File: config.mk
export PLATFORM = sky130hd
export DESIGN_NAME = bcd_wrap_counter
export DESIGN_NICKNAME = d
export VERILOG_FILES = /design/src/rtl/bcd_pkg.sv /design/src/rtl/bcd_digit.sv /design/src/rtl/bcd_wrap_counter.sv
export SDC_FILE = /design/constraint.sdc
export NUM_CORES = 1
export LEC_CHECK = 0
export ABC_AREA = 1
export CORE_MARGIN = 1.5
export CORE_UTILIZATION = 49
export DETAILED_ROUTE_END_ITERATION = 7
export GPL_TIMING_DRIVEN = 0
export PLACE_DENSITY = 0.82
export SYNTH_ARGS = -nofsm -noshare
export SYNTH_HDL_FRONTEND = slang
export SYNTH_SLANG_ARGS = --single-unit
File: constraint.sdc
create_clock -name clk -period 2.3 [get_ports clk]
set_input_delay 0.46 -clock clk [delete_from_list [all_inputs] [get_ports clk]]
set_output_delay 0.46 -clock clk [all_outputs]
set_load 0.02 [all_outputs]
File: src/rtl/bcd_pkg.sv
// bcd_pkg -- shared types, constants and helpers for the BCD wrap counter.
// The digit type is one packed BCD nibble. bcd_valid() checks that a packed
// BCD word holds only decimal nibbles. It is used both for the LIMIT
// parameter and for runtime load values.
package bcd_pkg;

   // One BCD digit (legal codes 0..9)
   typedef logic [3:0] bcd_digit_t;

   localparam bcd_digit_t BCD_NINE = 4'd9;
   localparam bcd_digit_t BCD_ZERO = 4'd0;

   // Largest supported digit count; the helper works on a 32-bit container
   localparam int BCD_MAX_DIGITS = 8;

   // True when every one of the low ndig nibbles of v is a decimal digit.
   // Nibbles above ndig are not examined.
   function automatic logic bcd_valid(input logic [31:0] v, input int ndig);
      logic ok;
      ok = 1'b1;
      for (int i = 0; i < BCD_MAX_DIGITS; i++) begin
         if ((i < ndig) && (v[4*i +: 4] > BCD_NINE)) begin
            ok = 1'b0;
         end
      end
      return ok;
   endfunction

endpackage

File: src/rtl/bcd_digit.sv
// bcd_digit -- combinational next-state for one BCD digit of a ripple chain.
// carry_in doubles as borrow_in and carry_out as borrow_out. The inc/dec
// inputs select which of the two the chain is doing. Digit 0 of the chain
// has carry_in tied high, so that a step always reaches it.
module bcd_digit
   import bcd_pkg::*;
(
   input  bcd_digit_t digit_in,
   input  logic       inc,
   input  logic       dec,
   input  logic       carry_in,
   output bcd_digit_t digit_next,
   output logic       carry_out
);

   // Roll 9->0 with carry when counting up, 0->9 with borrow when counting down
   always_comb begin
      digit_next = digit_in;
      carry_out  = 1'b0;
      if (carry_in) begin
         if (inc) begin
            if (digit_in >= BCD_NINE) begin
               digit_next = BCD_ZERO;
               carry_out  = 1'b1;
            end else begin
               digit_next = digit_in + 4'd1;
            end
         end else if (dec) begin
            if (digit_in == BCD_ZERO) begin
               digit_next = BCD_NINE;
               carry_out  = 1'b1;
            end else begin
               digit_next = digit_in - 4'd1;
            end
         end
      end
   end

endmodule

File: src/rtl/bcd_wrap_counter.sv
// bcd_wrap_counter -- multi-digit BCD counter that wraps at LIMIT.
// It steps once per qualified tick: count_enable & start_stop_reg & ~load.
// A load takes priority over a step. A load is rejected when load_value is
// not valid BCD or is above LIMIT; a rejected load raises a one-cycle
// load_err pulse. The wrap output pulses for one cycle on a terminal wrap.
// The reset input is asynchronous and active low.
// Optional feature macro: BCD_DOWN_EN. When it is defined, the block has the
// up_down port and can count down. A down step from zero wraps to LIMIT.
// Without the macro, the block counts up only.
module bcd_wrap_counter
   import bcd_pkg::*;
#(
   parameter int                      NUM_DIGITS = 2,
   parameter logic [4*NUM_DIGITS-1:0] LIMIT      = 'h59
)
(
   input  logic                      clk,
   input  logic                      reset,
   input  logic                      count_enable,
   input  logic                      start_stop_reg,
   input  logic                      load,
   input  logic [4*NUM_DIGITS-1:0]   load_value,
`ifdef BCD_DOWN_EN
   input  logic                      up_down,
`endif
   output logic [4*NUM_DIGITS-1:0]   value,
   output logic                      wrap,
   output logic                      load_err
);

   localparam int W = 4 * NUM_DIGITS;

   // A malformed LIMIT would let the counter reach non-BCD codes through
   // loads, so every load is refused in that case.
   localparam logic LIMIT_VALID = bcd_valid(32'(LIMIT), NUM_DIGITS);

   logic [W-1:0] value_q, value_d;
   logic         wrap_q, wrap_d;
   logic         load_err_q, load_err_d;

   logic         step_en;
   logic         count_up;
   logic         at_limit;
   logic         load_ok;
   logic [W-1:0] chain_value;
   logic [NUM_DIGITS:0] chain_carry;

`ifdef BCD_DOWN_EN
   assign count_up = up_down;
`else
   assign count_up = 1'b1;
`endif

   assign step_en  = count_enable & start_stop_reg & ~load;
   assign at_limit = (value_q == LIMIT);

   // All nibbles are decimal, so a plain binary compare orders the values numerically
   assign load_ok  = LIMIT_VALID
                   & bcd_valid(32'(load_value), NUM_DIGITS)
                   & (load_value <= LIMIT);

   // Ripple chain of digit cells. Digit 0 always sees an active carry/borrow.
   assign chain_carry[0] = 1'b1;

   generate
      for (genvar gi = 0; gi < NUM_DIGITS; gi++) begin : g_digit
         bcd_digit u_digit (
            .digit_in   (value_q[4*gi +: 4]),
            .inc        (count_up),
            .dec        (~count_up),
            .carry_in   (chain_carry[gi]),
            .digit_next (chain_value[4*gi +: 4]),
            .carry_out  (chain_carry[gi+1])
         );
      end
   endgenerate

   // Next-state selection: the load has priority, then a step. A step that
   // reaches the terminal count wraps.
   always_comb begin
      value_d    = value_q;
      wrap_d     = 1'b0;
      load_err_d = 1'b0;
      if (load) begin
         if (load_ok) begin
            value_d = load_value;
         end else begin
            load_err_d = 1'b1;
         end
      end else if (step_en) begin
         if (count_up) begin
            // A carry out of the top digit means the value was all nines.
            // That can only be LIMIT.
            if (at_limit || chain_carry[NUM_DIGITS]) begin
               value_d = '0;
               wrap_d  = 1'b1;
            end else begin
               value_d = chain_value;
            end
         end
`ifdef BCD_DOWN_EN
         else begin
            // A borrow out of the top digit happens exactly when the value was zero
            if (chain_carry[NUM_DIGITS]) begin
               value_d = LIMIT;
               wrap_d  = 1'b1;
            end else begin
               value_d = chain_value;
            end
         end
`endif
      end
   end

   // State and output registers. The asynchronous reset discards any operation in flight.
   always_ff @(posedge clk or negedge reset) begin
      if (!reset) begin
         value_q    <= '0;
         wrap_q     <= 1'b0;
         load_err_q <= 1'b0;
      end else begin
         value_q    <= value_d;
         wrap_q     <= wrap_d;
         load_err_q <= load_err_d;
      end
   end

   assign value    = value_q;
   assign wrap     = wrap_q;
   assign load_err = load_err_q;

endmodule

# Word level (Yosys, flattened, before mapping)
# Cells that the tools add are included.
# word_totals
wordCells	39
rom_bits	0
output_inout_bits	10
latchBits	0
register_bits	10
mem_bits_rw	0
mem_count	0
# op_classes
n_mux	17
reduce_logical	5
n_eq_ne	2
order_cmp	5
addsub	2
div	0
n_mul	0
shift	0
bitwise	4
# op_table
op	n
2-to-1 mux 8 bit	4
2-to-1 mux 4 bit	3
2-to-1 mux 1 bit	10
adder 4 x 1 -> 4 bit (second input constant)	2
equality test 8 x 7 -> 1 bit (second input constant)	1
>= comparator 4 bit (second input constant)	2
greater-than comparator 4 bit (second input constant)	2
<= comparator 8 x 7 -> 1 bit (second input constant)	1
AND 1 bit	3
AND reduction 3 bit	1
nonzero test 3 bit	1
!= test 2 x 1 -> 1 bit (second input constant)	1
AND reduction 2 bit	1
nonzero test 2 bit	1
logical OR 1 bit	1
inverter 1 bit	1

# Logic depth before layout (Yosys ltp)
# logic_depth
ltp_word	7
ltp_mapped	11

# Modules after synthesis
# Synthesis repeated with hierarchy kept, for this count alone.
# unflattened
hier_cells	217
hier_area_um2	1322.5
# by_module_without_submodules
module	cells_per_inst	area_per_inst_um2	seq_area_each_um2	instances
bcd_wrap_counter	103	679.4	250.2	1
bcd_digit	57	321.6	0.0	2

# Worst setup path before layout
# Ideal clock, no wire load.
# synth_path
path_kind	reg-to-reg
start	register value_q[5], in the netlist value[5]
end	register value_q[4], in the netlist value[4]
stages_incl_launch_ff	11
arrival_time_ns	1.398
required_ns	2.183
synth_period_minus_slack_ns	1.515
setup_ns	0.117
path_slack_ns	0.785
cell_sequence	dfrtp_1 inv_1 ha_1 nor2_2 a21oi_4 nand2_4 nand4_2 nand2_4 inv_4 nand2_1 nand2_1
# synth_between
elab_chain_len	7
# synth_lines
item	line	source
start, declared	bcd_wrap_counter.sv:37	logic [W-1:0] value_q, value_d;
start signal, assigned	bcd_wrap_counter.sv:122	value_q <= value_d;
>= comparator 4 bit	bcd_digit.sv:22	if (digit_in >= BCD_NINE) begin
2-to-1 mux 1 bit	bcd_digit.sv:22	
2-to-1 mux 1 bit	bcd_digit.sv:20	if (carry_in) begin
logical OR 1 bit	bcd_wrap_counter.sv:94	if (at_limit || chain_carry[NUM_DIGITS]) begin
2-to-1 mux 8 bit	bcd_wrap_counter.sv:94	
2-to-1 mux 8 bit	bcd_wrap_counter.sv:90	end else if (step_en) begin
2-to-1 mux 8 bit	bcd_wrap_counter.sv:84	if (load) begin
# Several ways; a longest one is shown, not always the timed one. The select of a mux whose other input is x is not followed.
# A chain may end at the register's enable or synchronous reset.

# Final worst setup path
# layout_path
start	register value_q[4], in the netlist value[4]
end	output value[4]
# layout_lines
item	line	source
end, declared	bcd_wrap_counter.sv:26	output logic [4*NUM_DIGITS-1:0] value,
# No word-level cell between the ends.

==> results_dict.tcl <==
set metrics [dict create \
    status "finished, final reports clean" \
    portBuffers 22 \
    root_buffer "clkbuf_4" \
    ctsResizeCount 0 \
    worstPathRequired_ps 1840 \
    seq_area_frac_synth_pct 31.60 \
    fp.coreArea_um2 1506 \
    hold_slack_ps 514.2 \
    cts_buffers 3 \
    fp.dieW_um 43.21 \
    multi_input_area_um2 478.0 \
    cts_tree "built" \
    cap_viol_max_count 0 \
    peakVddDrop_v 0.0005000 \
    track_usage_pct 21.94 \
    critPathCaptureType "output port" \
    syn2layout_area_growth_pct 33.18 \
    synth_nets 128 \
    cp_slowest_cell "clkdlybuf4s50_1" \
    p_per_area_nw_per_um2 939.9 \
    first_global_vias 750 \
    grt_max_degree 11 \
    hold_class "in2async" \
    vias_per_cell 5.167 \
    synth_area_per_cell_um2 7.266 \
    min_period_ps 1877 \
    netlist_area_um2 792.0 \
    io_pins 23 \
    grt_pass1_wl_um 3022 \
    crit_type "reg2out" \
    register_area_um2 250.2 \
    first_iter_violations 18 \
    cts_max_path_buffers 2 \
    cp_max_fo 8 \
    cp_cell_sequence "clkdlybuf4s50_1" \
    drive_gt1_share_pct 13.43 \
    globalRoute.totalOverflow 0 \
    ys.warnings.count 0 \
    die_h_um 43.21 \
    drt_wl_total_um 1672 \
    clk_latency_ps 260 \
    vias 775 \
    antenna-diode-count 0 \
    critPathLaunchType "flip-flop" \
    p_leak_nw 0.5313 \
    die_area_um2 1867 \
    worstPathArrival_ps 1420 \
    clock_sinks 10 \
    path_buf_inv 1 \
    rsz0062_at_grt "false" \
    start_util_pct 52.57 \
    crit_family "buffers and inverters" \
    rows 14 \
    tns_ps 0 \
    wl_per_cell_um 11.15 \
    gp_congestion 0.8783 \
    nFillCells 141 \
    drc 0 \
    antenna_left 0 \
    fmax_mhz 532.7 \
    worst_pin_slew_ps 465.6 \
    antenna_found_initial 0 \
    synth-seq-cells 10 \
    htree_levels 1 \
    nNetsFinal 155 \
    slowest_delay_ps 660 \
    fin_area_um2 1055 \
    holdBufCountCts 0 \
    firstDrtPassIters 4 \
    fin_crit_sh_pct 81.61 \
    slew_headroom_pct 68.86 \
    synth_cell_types 21 \
    clock_skew_ps 1.561 \
    drv_slew 0 \
    post_cts_buffers 0 \
    finalHoldViolCount 0 \
    setup_viol 0 \
    clkTransAtPathRegs_ps 60 \
    dpl_cell_area_um2 1032 \
    synth_cells 109 \
    dpl.hpwl_um 1363 \
]
==> metal layers <==
metal  vias to the layer above  global-route usage [%]  part of all wire (%)
met3                         5                   3.404                   4.4
met4                         0                   12.12                   1.9
li1                        407                       -                     -
met2                        24                   34.33                    45
met5                         -                       0                     0
met1                       339                   28.50                    48
==> area by class of cell <==
cell class                      instances  area share, %
Timing Repair Buffer                   22          20.88
Multi-Input combinational cell         83          45.31
Tap cell                               16          1.898
Sequential cell                        10          23.72
Clock buffer                            3          2.135
Buffer                                  1         0.4745
Inverter                               15          5.575
==> synthesized netlist by cell type <==
master   count  area share [%]
ha_1         6             9.5
nand2_4      4             5.7
nand4_2      1             1.6
nand3_2      1             1.3
and2_1       1            0.79
o21ai_0      7             4.4
a21oi_1      6             3.8
nor2_2       1            0.79
nor2_1       4             1.9
nand3_1      5             3.2
nand4_1      5             3.9
nor3_1       1            0.63
buf_2        1            0.63
a21oi_4      1             2.1
xor2_1       2             2.2
inv_1       11             5.2
inv_4        1            0.79
nand2_2      2             1.6
inv_2        3             1.4
dfrtp_1     10              32
nand2_1     36              17
==> worst paths after layout <==
| kind | start | endpoint | slack (ps) | cells after the start |
|---|---|---|---|---|
| worst min-delay path | reset | value[2] | 510 | 1 |
| worst min register to register | value[5] | value[5] | 590 | 2 |
| min in group clk | value[5] | value[5] | 590 | 2 |
| max in group asynchronous | reset | value[0] | 1470 | 1 |
| worst max-delay path | value[4] | value[4] | 420 | 1 |
| worst max register to register | value[4] | value[6] | 780 | 9 |
==> layout by cell type (no fill, tap or decap) <==
cell and n:
nor2_2 1, dfrtp_1 10, nand4_2 1, inv_4 1, inv_1 11, nand3_1 5
o21ai_0 7, nor3_1 1, clkdlybuf4s50_1 22, xor2_1 2, clkbuf_4 3, nand4_1 5
a21oi_1 6, ha_1 6, nand2_1 36, nand2_4 4, buf_2 1, a21oi_4 1
nor2_1 4, nand2_2 2, and2_1 1, nand3_2 1, inv_2 3
==> per-stage QoR <==
stage          instances  setup slack, ps  util [%]  power (mW)
2_1_floorplan        109            785.1         -      0.6760
3_3_place_gp         147            561.1     68.52      0.8570
3_5_place_dp         147            542.7     68.52      0.8745
4_1_cts              150            416.1     70.02      0.9936
5_1_grt              150            383.8     70.02       1.074
6_report             150            422.9     70.02      0.9914
==> report_power, final <==
| group | switching (mW) | internal [mW] |
|---|---|---|
| Sequential | 0.0879 | 0.226 |
| Clock | 0.0602 | 0.0605 |
| Combinational | 0.312 | 0.244 |
==> cell families (layout without fill, tap and decap cells) <==
| logic type | count (synthesis) | after routing | share of synthesized area, % |
|---|---|---|---|
| simple gates | 61 | 61 | 38.39 |
| buf+inv | 16 | 41 | 8.057 |
| compound gates | 14 | 14 | 10.27 |
| flops | 10 | 10 | 31.60 |
| fa+ha+maj | 6 | 6 | 9.478 |
| xor+xnor | 2 | 2 | 2.212 |
==> registers in the layout (all words and copies together), names as in the netlist <==
name and flops:
load_err 1, value 8, wrap 1
(Power assumes the default switching activity.)
